## config.mk

```make
export PLATFORM = sky130hd
export DESIGN_NAME = vga_driver
export DESIGN_NICKNAME = d
export VERILOG_FILES = /design/src/rtl/vga_pkg.sv /design/src/rtl/vga_timing_counter.sv /design/src/rtl/vga_driver.sv
export SDC_FILE = /design/constraint.sdc
export NUM_CORES = 1
export LEC_CHECK = 0
export ABC_AREA = 1
export BUFFER_PORTS_ARGS = -buffer_cell sky130_fd_sc_hd__buf_4
export CAP_MARGIN = 30
export CORE_MARGIN = 8
export CORE_UTILIZATION = 55
export DETAILED_ROUTE_END_ITERATION = 10
export PLACE_DENSITY = 0.81
export SYNTH_ARGS = -nofsm -noshare
export SYNTH_HDL_FRONTEND = slang
export SYNTH_SLANG_ARGS = --single-unit
```

## constraint.sdc

```tcl
create_clock -name clk_25 -period 3.15 [get_ports clk_25]
set_input_delay 0.63 -clock clk_25 [delete_from_list [all_inputs] [get_ports clk_25]]
set_output_delay 0.63 -clock clk_25 [all_outputs]
set_load 0.01 [all_outputs]
```

## src/rtl/vga_pkg.sv

```systemverilog
// ----------------------------------------------------------------------------
// vga_pkg
// Shared definitions for the VGA timing generator and output stage.
//   - Default 640x480@60 Hz timing (pixel clock 25 MHz) and the derived
//     totals and active-region start offsets.
//   - Counter and colour widths with matching typedefs.
//   - 12-bit RGB444 colour constants: red in [11:8], green in [7:4],
//     blue in [3:0].
//   - Packed struct that groups the registered pin outputs so they stay
//     aligned with each other.
// ----------------------------------------------------------------------------
package vga_pkg;

    // Widths
    localparam int unsigned CNT_W = 10;   // enough for 0..799 and 0..524
    localparam int unsigned RGB_W = 12;

    typedef logic [CNT_W-1:0] cnt_t;
    typedef logic [RGB_W-1:0] rgb_t;

    // Default 640x480@60 Hz timing.
    // A line runs sync, back porch, display, front porch; count 0 is the
    // first sync cycle. Frames follow the same order in lines.
    localparam int unsigned DEF_H_SYNC  = 96;
    localparam int unsigned DEF_H_BACK  = 48;
    localparam int unsigned DEF_H_DISP  = 640;
    localparam int unsigned DEF_H_FRONT = 16;
    localparam int unsigned DEF_V_SYNC  = 2;
    localparam int unsigned DEF_V_BACK  = 33;
    localparam int unsigned DEF_V_DISP  = 480;
    localparam int unsigned DEF_V_FRONT = 10;
    localparam bit          DEF_SYNC_POL = 1'b0;  // 0: sync pins active-low

    // Derived defaults
    localparam int unsigned DEF_H_TOTAL = DEF_H_SYNC + DEF_H_BACK + DEF_H_DISP + DEF_H_FRONT; // 800
    localparam int unsigned DEF_V_TOTAL = DEF_V_SYNC + DEF_V_BACK + DEF_V_DISP + DEF_V_FRONT; // 525
    localparam int unsigned DEF_H_ACT0  = DEF_H_SYNC + DEF_H_BACK;                            // 144
    localparam int unsigned DEF_V_ACT0  = DEF_V_SYNC + DEF_V_BACK;                            // 35

    // Colour constants (RGB444)
    localparam rgb_t WHITE = 12'hFFF;
    localparam rgb_t BLACK = 12'h000;
    localparam rgb_t RED   = 12'hF00;
    localparam rgb_t GREEN = 12'h0F0;
    localparam rgb_t BLUE  = 12'h00F;

    // Registered pin state; all fields update on the same edge.
    typedef struct packed {
        logic hs;
        logic vs;
        logic de;
        logic frame_start;
        rgb_t rgb;
    } vga_out_t;

endpackage : vga_pkg

```

## src/rtl/vga_timing_counter.sv

```systemverilog
// ----------------------------------------------------------------------------
// vga_timing_counter
// Free-running beam position counters.
//   h_cnt runs 0..H_TOTAL-1 and wraps to 0. v_cnt advances only on the
//   edge where h_cnt wraps, and wraps V_TOTAL-1 -> 0 on that same edge, so
//   the last pixel of the last line rolls both counters to (0,0) together.
//
// Ports
//   clk_25   in   pixel clock
//   rst_n    in   asynchronous active-low reset; counters clear to (0,0)
//   h_cnt_o  out  horizontal position within the line
//   v_cnt_o  out  line number within the frame
// ----------------------------------------------------------------------------
module vga_timing_counter
    import vga_pkg::*;
#(
    parameter int unsigned H_TOTAL = DEF_H_TOTAL,
    parameter int unsigned V_TOTAL = DEF_V_TOTAL
) (
    input  logic clk_25,
    input  logic rst_n,
    output cnt_t h_cnt_o,
    output cnt_t v_cnt_o
);

    localparam cnt_t H_LAST = cnt_t'(H_TOTAL - 1);
    localparam cnt_t V_LAST = cnt_t'(V_TOTAL - 1);

    cnt_t h_cnt_q, h_cnt_d;
    cnt_t v_cnt_q, v_cnt_d;
    logic h_wrap;

    // NOTE: every variable written here gets a value on every path (defaults
    // first), otherwise synthesis infers a latch to hold the old value.
    always_comb begin
        h_wrap  = (h_cnt_q == H_LAST);
        h_cnt_d = h_wrap ? '0 : h_cnt_q + cnt_t'(1);
        v_cnt_d = v_cnt_q;
        if (h_wrap) begin
            v_cnt_d = (v_cnt_q == V_LAST) ? '0 : v_cnt_q + cnt_t'(1);
        end
    end

    // NOTE: state registers use non-blocking assignments so every flop
    // samples pre-edge values regardless of process evaluation order.
    always_ff @(posedge clk_25 or negedge rst_n) begin
        if (!rst_n) begin
            h_cnt_q <= '0;
            v_cnt_q <= '0;
        end else begin
            h_cnt_q <= h_cnt_d;
            v_cnt_q <= v_cnt_d;
        end
    end

    assign h_cnt_o = h_cnt_q;
    assign v_cnt_o = v_cnt_q;

endmodule : vga_timing_counter

```

## src/rtl/vga_driver.sv

```systemverilog
// ----------------------------------------------------------------------------
// vga_driver
// Timing generator and output stage for a VGA port (default 640x480@60 Hz
// at a 25 MHz pixel clock).
//
// The pixel generator upstream is addressed one cycle ahead of the beam:
// the request for column x is issued at h_cnt = H_ACT0-1+x, the generator
// registers its colour on that edge, and the colour is captured into
// vga_rgb on the following edge, landing together with vga_de=1.
//
// Ports
//   clk_25       in   25 MHz pixel clock
//   rst_n        in   asynchronous active-low reset
//   pixel_data   in   12-bit colour, valid one cycle after its request
//   pixel_req    out  combinational: pixel_xpos/ypos address a visible pixel
//   pixel_xpos   out  requested column, 0 when not requesting
//   pixel_ypos   out  requested row, 0 outside active lines
//   vga_hs       out  registered horizontal sync (asserted level SYNC_POL)
//   vga_vs       out  registered vertical sync (asserted level SYNC_POL)
//   vga_de       out  registered data enable (visible region)
//   vga_rgb      out  registered colour to DAC, 0 while blanked
//   frame_start  out  registered one-cycle pulse at the start of each frame
// ----------------------------------------------------------------------------
module vga_driver
    import vga_pkg::*;
#(
    parameter int unsigned H_SYNC   = DEF_H_SYNC,
    parameter int unsigned H_BACK   = DEF_H_BACK,
    parameter int unsigned H_DISP   = DEF_H_DISP,
    parameter int unsigned H_FRONT  = DEF_H_FRONT,
    parameter int unsigned V_SYNC   = DEF_V_SYNC,
    parameter int unsigned V_BACK   = DEF_V_BACK,
    parameter int unsigned V_DISP   = DEF_V_DISP,
    parameter int unsigned V_FRONT  = DEF_V_FRONT,
    parameter bit          SYNC_POL = DEF_SYNC_POL
) (
    input  logic             clk_25,
    input  logic             rst_n,
    input  logic [RGB_W-1:0] pixel_data,
    output logic             pixel_req,
    output logic [CNT_W-1:0] pixel_xpos,
    output logic [CNT_W-1:0] pixel_ypos,
    output logic             vga_hs,
    output logic             vga_vs,
    output logic             vga_de,
    output logic [RGB_W-1:0] vga_rgb,
    output logic             frame_start
);

    // ------------------------------------------------------------------
    // Derived timing, pre-cast to counter width so every compare below is
    // between equal-width operands.
    // ------------------------------------------------------------------
    localparam int unsigned H_TOTAL = H_SYNC + H_BACK + H_DISP + H_FRONT;
    localparam int unsigned V_TOTAL = V_SYNC + V_BACK + V_DISP + V_FRONT;
    localparam int unsigned H_ACT0  = H_SYNC + H_BACK;
    localparam int unsigned V_ACT0  = V_SYNC + V_BACK;

    localparam cnt_t H_SYNC_END = cnt_t'(H_SYNC);
    localparam cnt_t V_SYNC_END = cnt_t'(V_SYNC);
    localparam cnt_t H_VIS0     = cnt_t'(H_ACT0);
    localparam cnt_t H_VIS_END  = cnt_t'(H_ACT0 + H_DISP);
    // Request window is the visible window shifted one cycle earlier.
    localparam cnt_t H_REQ0     = cnt_t'(H_ACT0 - 1);
    localparam cnt_t H_REQ_END  = cnt_t'(H_ACT0 + H_DISP - 1);
    localparam cnt_t V_ACT_BEG  = cnt_t'(V_ACT0);
    localparam cnt_t V_ACT_END  = cnt_t'(V_ACT0 + V_DISP);

    localparam vga_out_t OUT_RST = '{
        hs:          ~SYNC_POL,
        vs:          ~SYNC_POL,
        de:          1'b0,
        frame_start: 1'b0,
        rgb:         BLACK
    };

    // ------------------------------------------------------------------
    // Beam counters
    // ------------------------------------------------------------------
    cnt_t h_cnt;
    cnt_t v_cnt;

    vga_timing_counter #(
        .H_TOTAL (H_TOTAL),
        .V_TOTAL (V_TOTAL)
    ) u_timing_counter (
        .clk_25  (clk_25),
        .rst_n   (rst_n),
        .h_cnt_o (h_cnt),
        .v_cnt_o (v_cnt)
    );

    // ------------------------------------------------------------------
    // Region decode and pixel request (combinational from the counters)
    // ------------------------------------------------------------------
    logic v_act;
    logic h_req_win;
    logic h_vis_win;

    always_comb begin
        v_act      = (v_cnt >= V_ACT_BEG) && (v_cnt < V_ACT_END);
        h_req_win  = (h_cnt >= H_REQ0)    && (h_cnt < H_REQ_END);
        h_vis_win  = (h_cnt >= H_VIS0)    && (h_cnt < H_VIS_END);

        pixel_req  = v_act && h_req_win;
        pixel_xpos = pixel_req ? (h_cnt - H_REQ0)    : '0;
        pixel_ypos = v_act     ? (v_cnt - V_ACT_BEG) : '0;
    end

    // ------------------------------------------------------------------
    // Registered pin stage. Everything here is computed from the current
    // counter state, so all five pins lag the counters by exactly one
    // cycle and stay aligned with each other.
    // ------------------------------------------------------------------
    vga_out_t out_q, out_d;
    logic     de_d;

    always_comb begin
        de_d              = v_act && h_vis_win;
        out_d             = OUT_RST;
        out_d.hs          = (h_cnt < H_SYNC_END) ? SYNC_POL : ~SYNC_POL;
        out_d.vs          = (v_cnt < V_SYNC_END) ? SYNC_POL : ~SYNC_POL;
        out_d.de          = de_d;
        out_d.frame_start = (h_cnt == '0) && (v_cnt == '0);
        // pixel_data arriving now belongs to the request made one cycle
        // ago, i.e. to the pixel this edge puts on the pins. Outside the
        // visible region it is ignored whatever its value.
        out_d.rgb         = de_d ? pixel_data : BLACK;
    end

    always_ff @(posedge clk_25 or negedge rst_n) begin
        if (!rst_n) begin
            out_q <= OUT_RST;
        end else begin
            out_q <= out_d;
        end
    end

    assign vga_hs      = out_q.hs;
    assign vga_vs      = out_q.vs;
    assign vga_de      = out_q.de;
    assign vga_rgb     = out_q.rgb;
    assign frame_start = out_q.frame_start;

endmodule : vga_driver

```

==> impl_results.md, run 1 <==
- Run status: completed
- Total gr overflow: 0
- Gate count after technology mapping: 286
- Post-Route Setup TNS: 0 ns
- Overall power of the completed layout: 0.9110 mW
- Starting density of the core: 0.5617
- Clock insertion delay at the later pin of the skew report: 0.29 ns
- Leakage: 1.532 nW
- Final Wtd Congestion: 0.9008
- Initial drt markers: 112
- Die height: 79.22 um
- Mapped Avg Cell Area: 7.687 um2
- Cells taking the most area after synthesis: dfrtp_1, nand2_1, inv_1
- Number of fill cells: 331
- Cell type of the slowest stage on the worst timing path: dfrtp_1
- Growth of design area from synthesis to finish: 22.82%
- Max Buffers Root-to-Sink: 2
- Leading register cell type out of synthesis: dfrtp_1
- FMAX: 0.3413 GHz
- Wirelength per Cell: 13.03 um
- Worst clock skew: 0.002084 ns
- Number of global-route vias before repair: 1946
- Post-CTS setup repair buffer count: 0
- Fin. max-slew vios: 0
- CP endpoint kind: output pin
- Area taken by multi-input logic gates: 0.001064 mm2
- DRC violation count after routing: 0
- CP arrival: 2.30 ns
- Required arrival time at the worst endpoint: 2.52 ns
- Nets@finish: 355
- Max-Slew Margin vs Limit: 0.6757
- Count of final setup violators: 0
- H-Tree Level Count: 2
- Worst hold path type: input port to async pin
- Count of flip-flops with a built-in enable after synthesis: 0
- Post-synthesis async set-or-reset flop share: 1.000
- Unique cell type count in the Yosys netlist: 25
- Final worst-path cycle share: 0.9302
- Total die area: 0.006276 mm2
- Number of hold buffers added after CTS: 0
- Nature of the critical path startpoint: flop
- Vias after detailed routing: 1938
- Detailed-router iteration count before antenna repair: 4
- CP peak stage delay: 0.45 ns
- Warnings, synthesis: 0
- Nets in the synthesized netlist: 304
- Post-cts gate resize count: 0
- Fraction of final layout cells sized beyond drive strength 1: 0.2899
- Port Buffers: 50
- Worst-Margin Slew: 0.4853 ns
- Biggest fanout along the worst timing path: 11
- Largest delay share family, worst path: simple AND/OR/NAND/NOR gates
- Die X-Extent: 79.22 um
- Final wirelength: 5057 um
- Sinks on the clock net: 36
- Sequential cell area: 903.4 um2
- Total count of hold-check failures in the final report: 0
- Critical path, cell by cell: ha_1 -> inv_1 -> nand3_1 -> o21bai_4 -> nand4_2 -> nor2_1 -> buf_4
- Row count: 23
- I/O pin total: 51
- Sequential-to-total area share from yosys stat: 0.4109
- Commonest cells post-synth: nand2_1, inv_1, nor2_1
- Cell Area, Synth: 0.002198 mm2
- Number of maximum-capacitance constraint violations: 0
- Pwr per Cell Area: 337.4 mW/mm2
- Shortest period the worst path allows: 2.930 ns
- Half-perimeter wire length after detailed placement: 3823 um
- Post-detailed-route via-to-cell ratio: 4.995
- TritonCTS clock tree: done
- RSZ-0062 raised after global routing: false
- Aggregate global-route resource usage: 0.1700
- Worst vdd ir: 0.3506 mV
- Worst setup path class: flop to output pin
- Antenna fix cells: 0
- Final antenna-violating net count: 0
- Global-route wire length before repair: 8459 um
- Antenna violations before repair: 0
- Most used standard cell by instance count after synthesis: nand2_1
- Core box area: 0.003914 mm2
- Total of flip-flops plus latches after synthesis: 36
- Clk slew on worst S/H paths: 0.08 ns
- Clock buffer count from CTS: 5
- Maximum number of pins on one net before global-route repair: 37
- Cell taking the most area after synthesis: dfrtp_1
- Portion of synthesized cell area occupied by the leading cell type: 0.3870
- Root buffer cell: clkbuf_8
- Crit path buf inv count: 2
[flip-flops by register name (all words and copies together), names as in the netlist]
name	cells
vga_rgb	12
u_timing_counter.h_cnt_o	10
u_timing_counter.v_cnt_o	10
frame_start	1
vga_de	1
vga_hs	1
vga_vs	1
[placed cells by master (no fill, tap or decap)]
cell        synthesis  routed
nand4_1             6       6
inv_2               5       5
nor2_4              3       3
clkinvlp_4          0       1
inv_1              43      43
dfrtp_1            34      34
inv_6               0       1
clkbuf_8            0       5
o21bai_4            1       1
xor2_1             12      12
nand4_4             1       1
nand3_1            21      21
nor3_1              7       7
nand2_2             4       4
dfstp_2             2       2
nor2_1             35      35
ha_1                4       4
nand4_2             1       1
nor2_2             21      21
nand2_1            58      58
nor4_1              1       1
buf_4               1      50
nand3_4             1       1
a21oi_1             7       7
bufinv_16           0       1
o21ai_0            12      12
nor2_8              1       1
[layout make-up]
cell class | count | area share
timing repair buffer | 50 | 0.1390
clock inverter | 3 | 0.01715
inverter | 48 | 0.06673
multi-input combinational | 196 | 0.3939
clock buffer | 5 | 0.02549
sequential | 36 | 0.3346
tap | 50 | 0.02317
[per-layer routing]
metal	routed length, um	track usage	up-vias
met3	251	0.04966	13
met5	0	0	-
met4	113	0.08519	0
met2	2551	0.3032	50
met1	2140	0.1774	888
li1	-	-	987
[per-stage QoR]
step | hold slack, ns | cells | area [um2] | utilization | setup slack [ns]
floorplan | 0.3344 | 286 | 2198 | - | 1.048
global placement | 0.5226 | 380 | 2585 | 0.6605 | 0.6462
detailed placement | 0.5225 | 380 | 2585 | 0.6605 | 0.5411
CTS | 0.2880 | 388 | 2700 | 0.6899 | 0.2063
global route | 0.3106 | 388 | 2700 | 0.6899 | 0.004465
finish | 0.2745 | 388 | 2700 | 0.6899 | 0.2197
[where the power goes]
group | total [mW] | switching [mW] | internal [mW]
Combinational | 0.0246 | 0.0133 | 0.0113
Clock | 0.425 | 0.186 | 0.238
Sequential | 0.462 | 0 | 0.462
[final timing paths]
kind                                                         startpoint                                      end  slack (ns)  depth (start not counted)
worst max-delay path            u_timing_counter.v_cnt_o[0]$_DFFE_PN0N_                            pixel_xpos[9]        0.22                          7
worst min-delay path                                              rst_n  u_timing_counter.v_cnt_o[5]$_DFFE_PN0N_        0.27                          1
worst max register to register    u_timing_counter.h_cnt_o[0]$_DFF_PN0_  u_timing_counter.v_cnt_o[5]$_DFFE_PN0N_        1.31                          7
worst min register to register  u_timing_counter.v_cnt_o[8]$_DFFE_PN0N_  u_timing_counter.v_cnt_o[8]$_DFFE_PN0N_        0.55                          2
max in group asynchronous                                         rst_n                         vga_vs$_DFF_PN1_        2.52                          1
min in group clk_25             u_timing_counter.v_cnt_o[8]$_DFFE_PN0N_  u_timing_counter.v_cnt_o[8]$_DFFE_PN0N_        0.55                          2
[kinds of logic (layout without fill, tap and decap cells)]
| family | after synthesis | after routing | share of synthesized area |
|---|---|---|---|
| adders and majority gates | 4 | 4 | 0.02277 |
| and+or+nand+nor | 160 | 160 | 0.3614 |
| xor gates and xnor gates | 12 | 12 | 0.04781 |
| AOI/OAI and AO/OA | 20 | 20 | 0.05179 |
| DFF | 36 | 36 | 0.4109 |
| buffers and inverters | 54 | 106 | 0.1053 |
Note: power is estimated with default switching activity, not from simulation.
==> run 2, diff against run 1 <==
==> constraint.sdc (replaced) <==
create_clock -name clk_25 -period 3.15 [get_ports clk_25]
set_input_delay 0.63 -clock clk_25 [delete_from_list [all_inputs] [get_ports clk_25]]
set_output_delay 0.63 -clock clk_25 [all_outputs]
set_load 0.1 [all_outputs]
==> run 2 against run 1 <==
  * First-iteration DRC count down 14%
  * Setup slack better by 0.019 ns
  * Non-clock buffer count unchanged
  * Flip-flop and latch count unchanged
  * Largest power group unchanged
  * Highest routed layer unchanged
  * Worst hold slack about the same
  * Clock-buffer cell count unchanged
  * Cell count unchanged
==> impl_results.md, run 2 (synthesized netlist as in run 1, its figures left out) <==
- Run status: completed
- Critical path, cell by cell: ha_1 -> inv_1 -> nand3_1 -> o21bai_4 -> nand4_4 -> nor2_1 -> buf_4
- Design Area, Final: 0.002709 mm2
- Worst vdd ir: 0.2520 mV
- Internal Dissipation: 0.7115 mW
- Net Switching: 0.1981 mW
- Maximum number of pins on one net before global-route repair: 37
- Fin. max-slew vios: 0
- Max-Slew Margin vs Limit: 0.6981
- Wirelength per Cell: 12.88 um
- Switching portion of total power: 0.2178
- Final Wtd Congestion: 0.9010
- Area taken by multi-input logic gates: 0.001072 mm2
- Nets@finish: 355
- Row count: 23
- Combinational power share: 0.027
- Worst setup slack after placement: 0.3903 ns
- Leakage: 1.531 nW
- Port Buffers: 50
- Initial drt markers: 96
- Most common library cell in the layout ignoring fill and taps: nand2_1
- Nature of the critical path startpoint: flop
- Clock buffer count from CTS: 5
- Vias after detailed routing: 1931
- Cell type of the slowest stage on the worst timing path: dfrtp_1
- Required arrival time at the worst endpoint: 2.52 ns
- Worst-Margin Slew: 0.4529 ns
- Fraction of final layout cells sized beyond drive strength 1: 0.2899
- Aggregate global-route resource usage: 0.1666
- Total gr overflow: 0
- Overall power of the completed layout: 0.9096 mW
- Post-detailed-route via-to-cell ratio: 4.977
- Number of hold buffers added after CTS: 0
- Total die area: 0.006276 mm2
- Total count of hold-check failures in the final report: 0
- Pwr per Cell Area: 335.8 mW/mm2
- Core box area: 0.003914 mm2
- Shortest period the worst path allows: 2.911 ns
- Crit. Startpoint: u_timing_counter.v_cnt_o[0]$_DFFE_PN0N_
- Clock insertion delay at the later pin of the skew report: 0.29 ns
- Global-route wire length before repair: 8245 um
- Die X-Extent: 79.22 um
- Detailed-router iteration count before antenna repair: 4
- CP endpoint kind: output pin
- Cell area reported after detailed placement: 0.002585 mm2
- Number of maximum-capacitance constraint violations: 0
- Final core utilization: 0.6921
- Sequential cell area: 903.4 um2
- Setup slack after layout: 0.2387 ns
- Starting density of the core: 0.5617
- I/O pin total: 51
- Number of fill cells: 341
- FF-to-FF Start: u_timing_counter.h_cnt_o[0]$_DFF_PN0_
- Growth of design area from synthesis to finish: 23.22%
- Final antenna-violating net count: 0
- Max reg flops: 12
- Biggest fanout along the worst timing path: 11
- CP peak stage delay: 0.45 ns
- FMAX: 0.3435 GHz
- Minimum hold slack: 0.2744 ns
- CP Capture Point: pixel_xpos[9]
- Root buffer cell: clkbuf_8
- Clock share of power: 0.465
- Reg2Reg Depth: 7
- Half-perimeter wire length after detailed placement: 3722 um
- Worst hold path type: input port to async pin
- Antenna violations before repair: 0
- Sequential group share of total power: 0.508
- DRC violation count after routing: 0
- H-Tree Level Count: 2
- RSZ-0062 raised after global routing: false
- Die height: 79.22 um
- Max Buffers Root-to-Sink: 2
- Antenna fix cells: 0
- Count of final setup violators: 0
- CP arrival: 2.28 ns
- Post-CTS setup repair buffer count: 0
- Final worst-path cycle share: 0.9242
- Reg2Reg Setup Slack: 1.32 ns
- TritonCTS clock tree: done
- Worst setup path class: flop to output pin
- Final wirelength: 4998 um
- Number of global-route vias before repair: 1889
- Worst r2r dst: u_timing_counter.v_cnt_o[5]$_DFFE_PN0N_
- Clk slew on worst S/H paths: 0.08 ns
- Leading cell types in the layout, fill and taps excluded: nand2_1, buf_4, inv_1, nor2_1, dfrtp_1
- Worst clock skew: 0.004007 ns
- Sinks on the clock net: 36
run 2: cell count changes in the layout (fill, tap and decap cells not counted):
| cell | change |
|---|---|
| nand4_2 | -1 |
| nand4_4 | +1 |
run 2: final cells by class:
cell class                 instances  share of cell area
sequential                        36              0.3335
tap                               50             0.02309
multi-input combinational        196              0.3958
clock buffer                       5             0.02540
inverter                          48             0.06651
clock inverter                     3             0.01709
timing repair buffer              50              0.1386
run 2: power groups by stage:
stage	clock, mW	sequential, mW	combinational (mW)
floorplan	0	0.471	0.00416
global placement	0	0.471	0.0251
detailed placement	0	0.471	0.0255
CTS	0.433	0.462	0.0255
global route	0.450	0.462	0.0275
finish	0.423	0.462	0.0245
run 2: critical path: cells and delay by family (launching register included):
family,cells,cell delay (ns)
adder cells (fa/ha/maj),1,0.25
AND/OR/NAND/NOR,3,0.61
buffers and inverters,2,0.45
AO/OA/AOI/OAI,1,0.21
flip-flops,1,0.45
run 2: how the worst min path moves through the flow:
| stage | start | endpoint | slack [ns] | depth (start not counted) |
|---|---|---|---|---|
| after global routing | rst_n | u_timing_counter.h_cnt_o[7]$_DFF_PN0_ | 0.31 | 1 |
| final | rst_n | u_timing_counter.v_cnt_o[5]$_DFFE_PN0N_ | 0.27 | 1 |
| after global placement | u_timing_counter.v_cnt_o[8]$_DFFE_PN0N_ | u_timing_counter.v_cnt_o[8]$_DFFE_PN0N_ | 0.52 | 2 |
| after floorplan | rst_n | frame_start$_DFF_PN0_ | 0.33 | 0 |
| after CTS | rst_n | u_timing_counter.h_cnt_o[7]$_DFF_PN0_ | 0.29 | 1 |
| after detailed placement | u_timing_counter.v_cnt_o[8]$_DFFE_PN0N_ | u_timing_counter.v_cnt_o[8]$_DFFE_PN0N_ | 0.52 | 2 |
run 2: what timing repair did:
action / CTS / global route
endpoints found under the hold margin: 0 / 0
gates resized for setup: 0 / 1
setup endpoints to repair: 0 / 10
run 2: through the flow:
stage	setup TNS, ns	instances
6_report	0	388
5_1_grt	0	388
4_1_cts	0	388
3_5_place_dp	0	380
3_3_place_gp	0	380
2_1_floorplan	-2.331	286
run 2: per-layer routing:
layer	up-vias	track usage	routed length (um)
met5	-	0	0
met4	0	0.1037	109
met3	12	0.04515	280
met2	52	0.2843	2562
met1	885	0.1793	2046
li1	982	-	-
==> run 3, diff against run 2 <==
--- a/config.mk
+++ b/config.mk
@@ -5,13 +5,13 @@
 export SDC_FILE = /design/constraint.sdc
 export NUM_CORES = 1
 export LEC_CHECK = 0
-export ABC_AREA = 1
+export ABC_AREA = 0
 export BUFFER_PORTS_ARGS = -buffer_cell sky130_fd_sc_hd__buf_4
 export CAP_MARGIN = 30
 export CORE_MARGIN = 8
 export CORE_UTILIZATION = 55
 export DETAILED_ROUTE_END_ITERATION = 10
-export PLACE_DENSITY = 0.81
+export PLACE_DENSITY = 0.82
 export SYNTH_ARGS = -nofsm -noshare
 export SYNTH_HDL_FRONTEND = slang
 export SYNTH_SLANG_ARGS = --single-unit
==> run 3 against run 2 <==
  * First-iteration DRC count grew 36%
  * Synthesized cell count shrank 24%
  * Core utilization grew 4.9 points
  * Clock-buffer cell count grew 2
  * Clock power shrank 20%
  * Die area shrank 4.8%
  * Global-route usage grew 1.0 points
  * Power shrank 9.6%
  * Register-to-register slack lost 0.33 ns
  * Highest routed layer unchanged
==> impl_results.md, run 3 <==
- Sinks on the clock net: 36
- Clock buffer count from CTS: 5
- Leading cell types in the layout, fill and taps excluded: buf_4, dfrtp_1, nor2_1, xnor2_1, and2_1
- Sequential-to-total area share from yosys stat: 0.4373
- Row count: 22
- Clock share of power: 0.413
- Gate count after technology mapping: 216
- Maximum number of pins on one net before global-route repair: 37
- Leading register cell type out of synthesis: dfrtp_1
- Fin. max-slew vios: 0
- Number of fill cells: 289
- Fraction of final layout cells sized beyond drive strength 1: 0.3422
- Root buffer cell: clkbuf_8
- Biggest fanout along the worst timing path: 11
- Most common library cell in the layout ignoring fill and taps: buf_4
- Mapped Avg Cell Area: 9.564 um2
- Total of flip-flops plus latches after synthesis: 36
- Detailed-router iteration count before antenna repair: 4
- Final core utilization: 0.7410
- Worst setup slack after placement: 0.3438 ns
- Overall power of the completed layout: 0.8221 mW
- Shortest period the worst path allows: 3.018 ns
- I/O pin total: 51
- Max-Slew Margin vs Limit: 0.6125
- Number of maximum-capacitance constraint violations: 0
- CP arrival: 2.39 ns
- Crit path buf inv count: 2
- Final std cells w/o fill: 311
- Worst clock skew: 0.005974 ns
- Minimum hold slack: 0.2880 ns
- Port Buffers: 50
- Nature of the critical path startpoint: flop
- Required arrival time at the worst endpoint: 2.52 ns
- FMAX: 0.3313 GHz
- Antenna fix cells: 0
- Growth of design area from synthesis to finish: 30.35%
- Cell type of the slowest stage on the worst timing path: dfrtp_1
- Worst setup path class: flop to output pin
- Portion of synthesized cell area occupied by the leading cell type: 0.4119
- Design Area, Final: 0.002693 mm2
- Antenna violations before repair: 0
- Post-synthesis async set-or-reset flop share: 1.000
- Die height: 77.29 um
- Final worst-path cycle share: 0.9582
- Leakage: 1.304 nW
- Vias after detailed routing: 1747
- Internal Dissipation: 0.6499 mW
- Starting density of the core: 0.5685
- Post-detailed-route via-to-cell ratio: 5.617
- RSZ-0062 raised after global routing: false
- Worst-Margin Slew: 0.5802 ns
- Wirelength per Cell: 15.99 um
- H-Tree Level Count: 2
- Warnings, synthesis: 0
- Cells taking the most area after synthesis: dfrtp_1, xnor2_1, and2_1
- Largest delay share family, worst path: compound AO/OA/AOI/OAI gates
- Sequential group share of total power: 0.562
- Unique cell type count in the Yosys netlist: 48
- Core box area: 0.003633 mm2
- Max Buffers Root-to-Sink: 2
- Setup slack after layout: 0.1317 ns
- Nets@finish: 280
- Worst hold path type: input port to async pin
- Total gr overflow: 0
- Die X-Extent: 77.29 um
- Final wirelength: 4972 um
- DP Cell Count: 303
- Post-Route Setup TNS: 0 ns
- DRC violation count after routing: 0
- Post-CTS setup repair buffer count: 0
- Net Switching: 0.1722 mW
- Final antenna-violating net count: 0
- Post-cts gate resize count: 0
- Half-perimeter wire length after detailed placement: 3549 um
- Number of global-route vias before repair: 1734
- TritonCTS clock tree: done
- Nets in the synthesized netlist: 234
- Cell area reported after detailed placement: 0.002591 mm2
- Cell taking the most area after synthesis: dfrtp_1
- Global-route wire length before repair: 8700 um
- Run status: completed
- Switching portion of total power: 0.2095
- Worst vdd ir: 0.2671 mV
- Count of final setup violators: 0
- CP endpoint kind: output pin
- Clk slew on worst S/H paths: 0.07 ns
- Initial drt markers: 131
- Total die area: 0.005973 mm2
- Total count of hold-check failures in the final report: 0
- Count of flip-flops with a built-in enable after synthesis: 0
- Clock insertion delay at the later pin of the skew report: 0.29 ns
- Aggregate global-route resource usage: 0.1771
- Commonest cells post-synth: dfrtp_1, nor2_1, nor3_1
- Cell Area, Synth: 0.002066 mm2
- Critical path, cell by cell: ha_2 -> o41ai_2 -> a21oi_1 -> o22ai_2 -> buf_12 -> nor4_2 -> buf_6
- Pwr per Cell Area: 305.3 mW/mm2
- Number of hold buffers added after CTS: 0
- CP peak stage delay: 0.47 ns
- Most used standard cell by instance count after synthesis: dfrtp_1
- Combinational power share: 0.025
- Final Wtd Congestion: 0.7706
- Max reg flops: 12
[run 3: cell types whose count changed in the layout (fill, tap and decap cells not counted), sizes merged, moves of 6 or more]
cell	before	now
nand2	62	8
nor2	60	19
inv	49	9
nand3	22	9
and2	0	12
xnor2	0	12
xor2	12	2
nor3	7	15
buf	50	56
[run 3: per-layer routing]
metal	part of all wire	vias to the layer above	GRT usage
li1	-	855	-
met1	0.45	836	0.2242
met2	0.48	49	0.2772
met3	0.050	7	0.04196
met4	0.018	0	0.08302
met5	0	-	0
[run 3: cell type report]
cell class,count,area [um2],share of cell area
multi-input combinational,154,1165,0.4326
sequential,36,903.4,0.3355
timing repair buffer,56,436.7,0.1622
clock buffer,7,86.33,0.03206
tap,48,60.06,0.02230
inverter,9,33.78,0.01255
clock inverter,1,7.507,0.002788
[run 3: power by group through the flow]
stage	combinational [mW]	sequential [mW]	clock (mW)
floorplan	0.000111	0.471	0
global placement	0.0207	0.471	0
detailed placement	0.0214	0.471	0
CTS	0.0215	0.462	0.346
global route	0.0233	0.462	0.372
finish	0.0207	0.462	0.339
[run 3: kinds of logic after synthesis]
group           share of synthesized area
xor+xnor                          0.05936
compound gates                     0.1351
simple gates                       0.2798
flops                              0.4373
mux                              0.005451
fa+ha+maj                         0.02423
buf+inv                           0.05875
[run 3: worst paths after layout]
kind,startpoint,end,slack [ns],depth (start not counted)
min in group clk_25,pixel_data[7],vga_rgb[7]$_DFF_PN0_,0.55,2
max in group asynchronous,rst_n,vga_hs$_DFF_PN1_,2.52,1
min,rst_n,vga_rgb[3]$_DFF_PN0_,0.29,1
max reg2reg,u_timing_counter.h_cnt_o[0]$_DFF_PN0_,u_timing_counter.v_cnt_o[5]$_DFFE_PN0N_,0.99,6
min reg2reg,u_timing_counter.v_cnt_o[8]$_DFFE_PN0N_,u_timing_counter.v_cnt_o[8]$_DFFE_PN0N_,0.55,1
max,u_timing_counter.v_cnt_o[1]$_DFFE_PN0N_,pixel_xpos[7],0.13,7
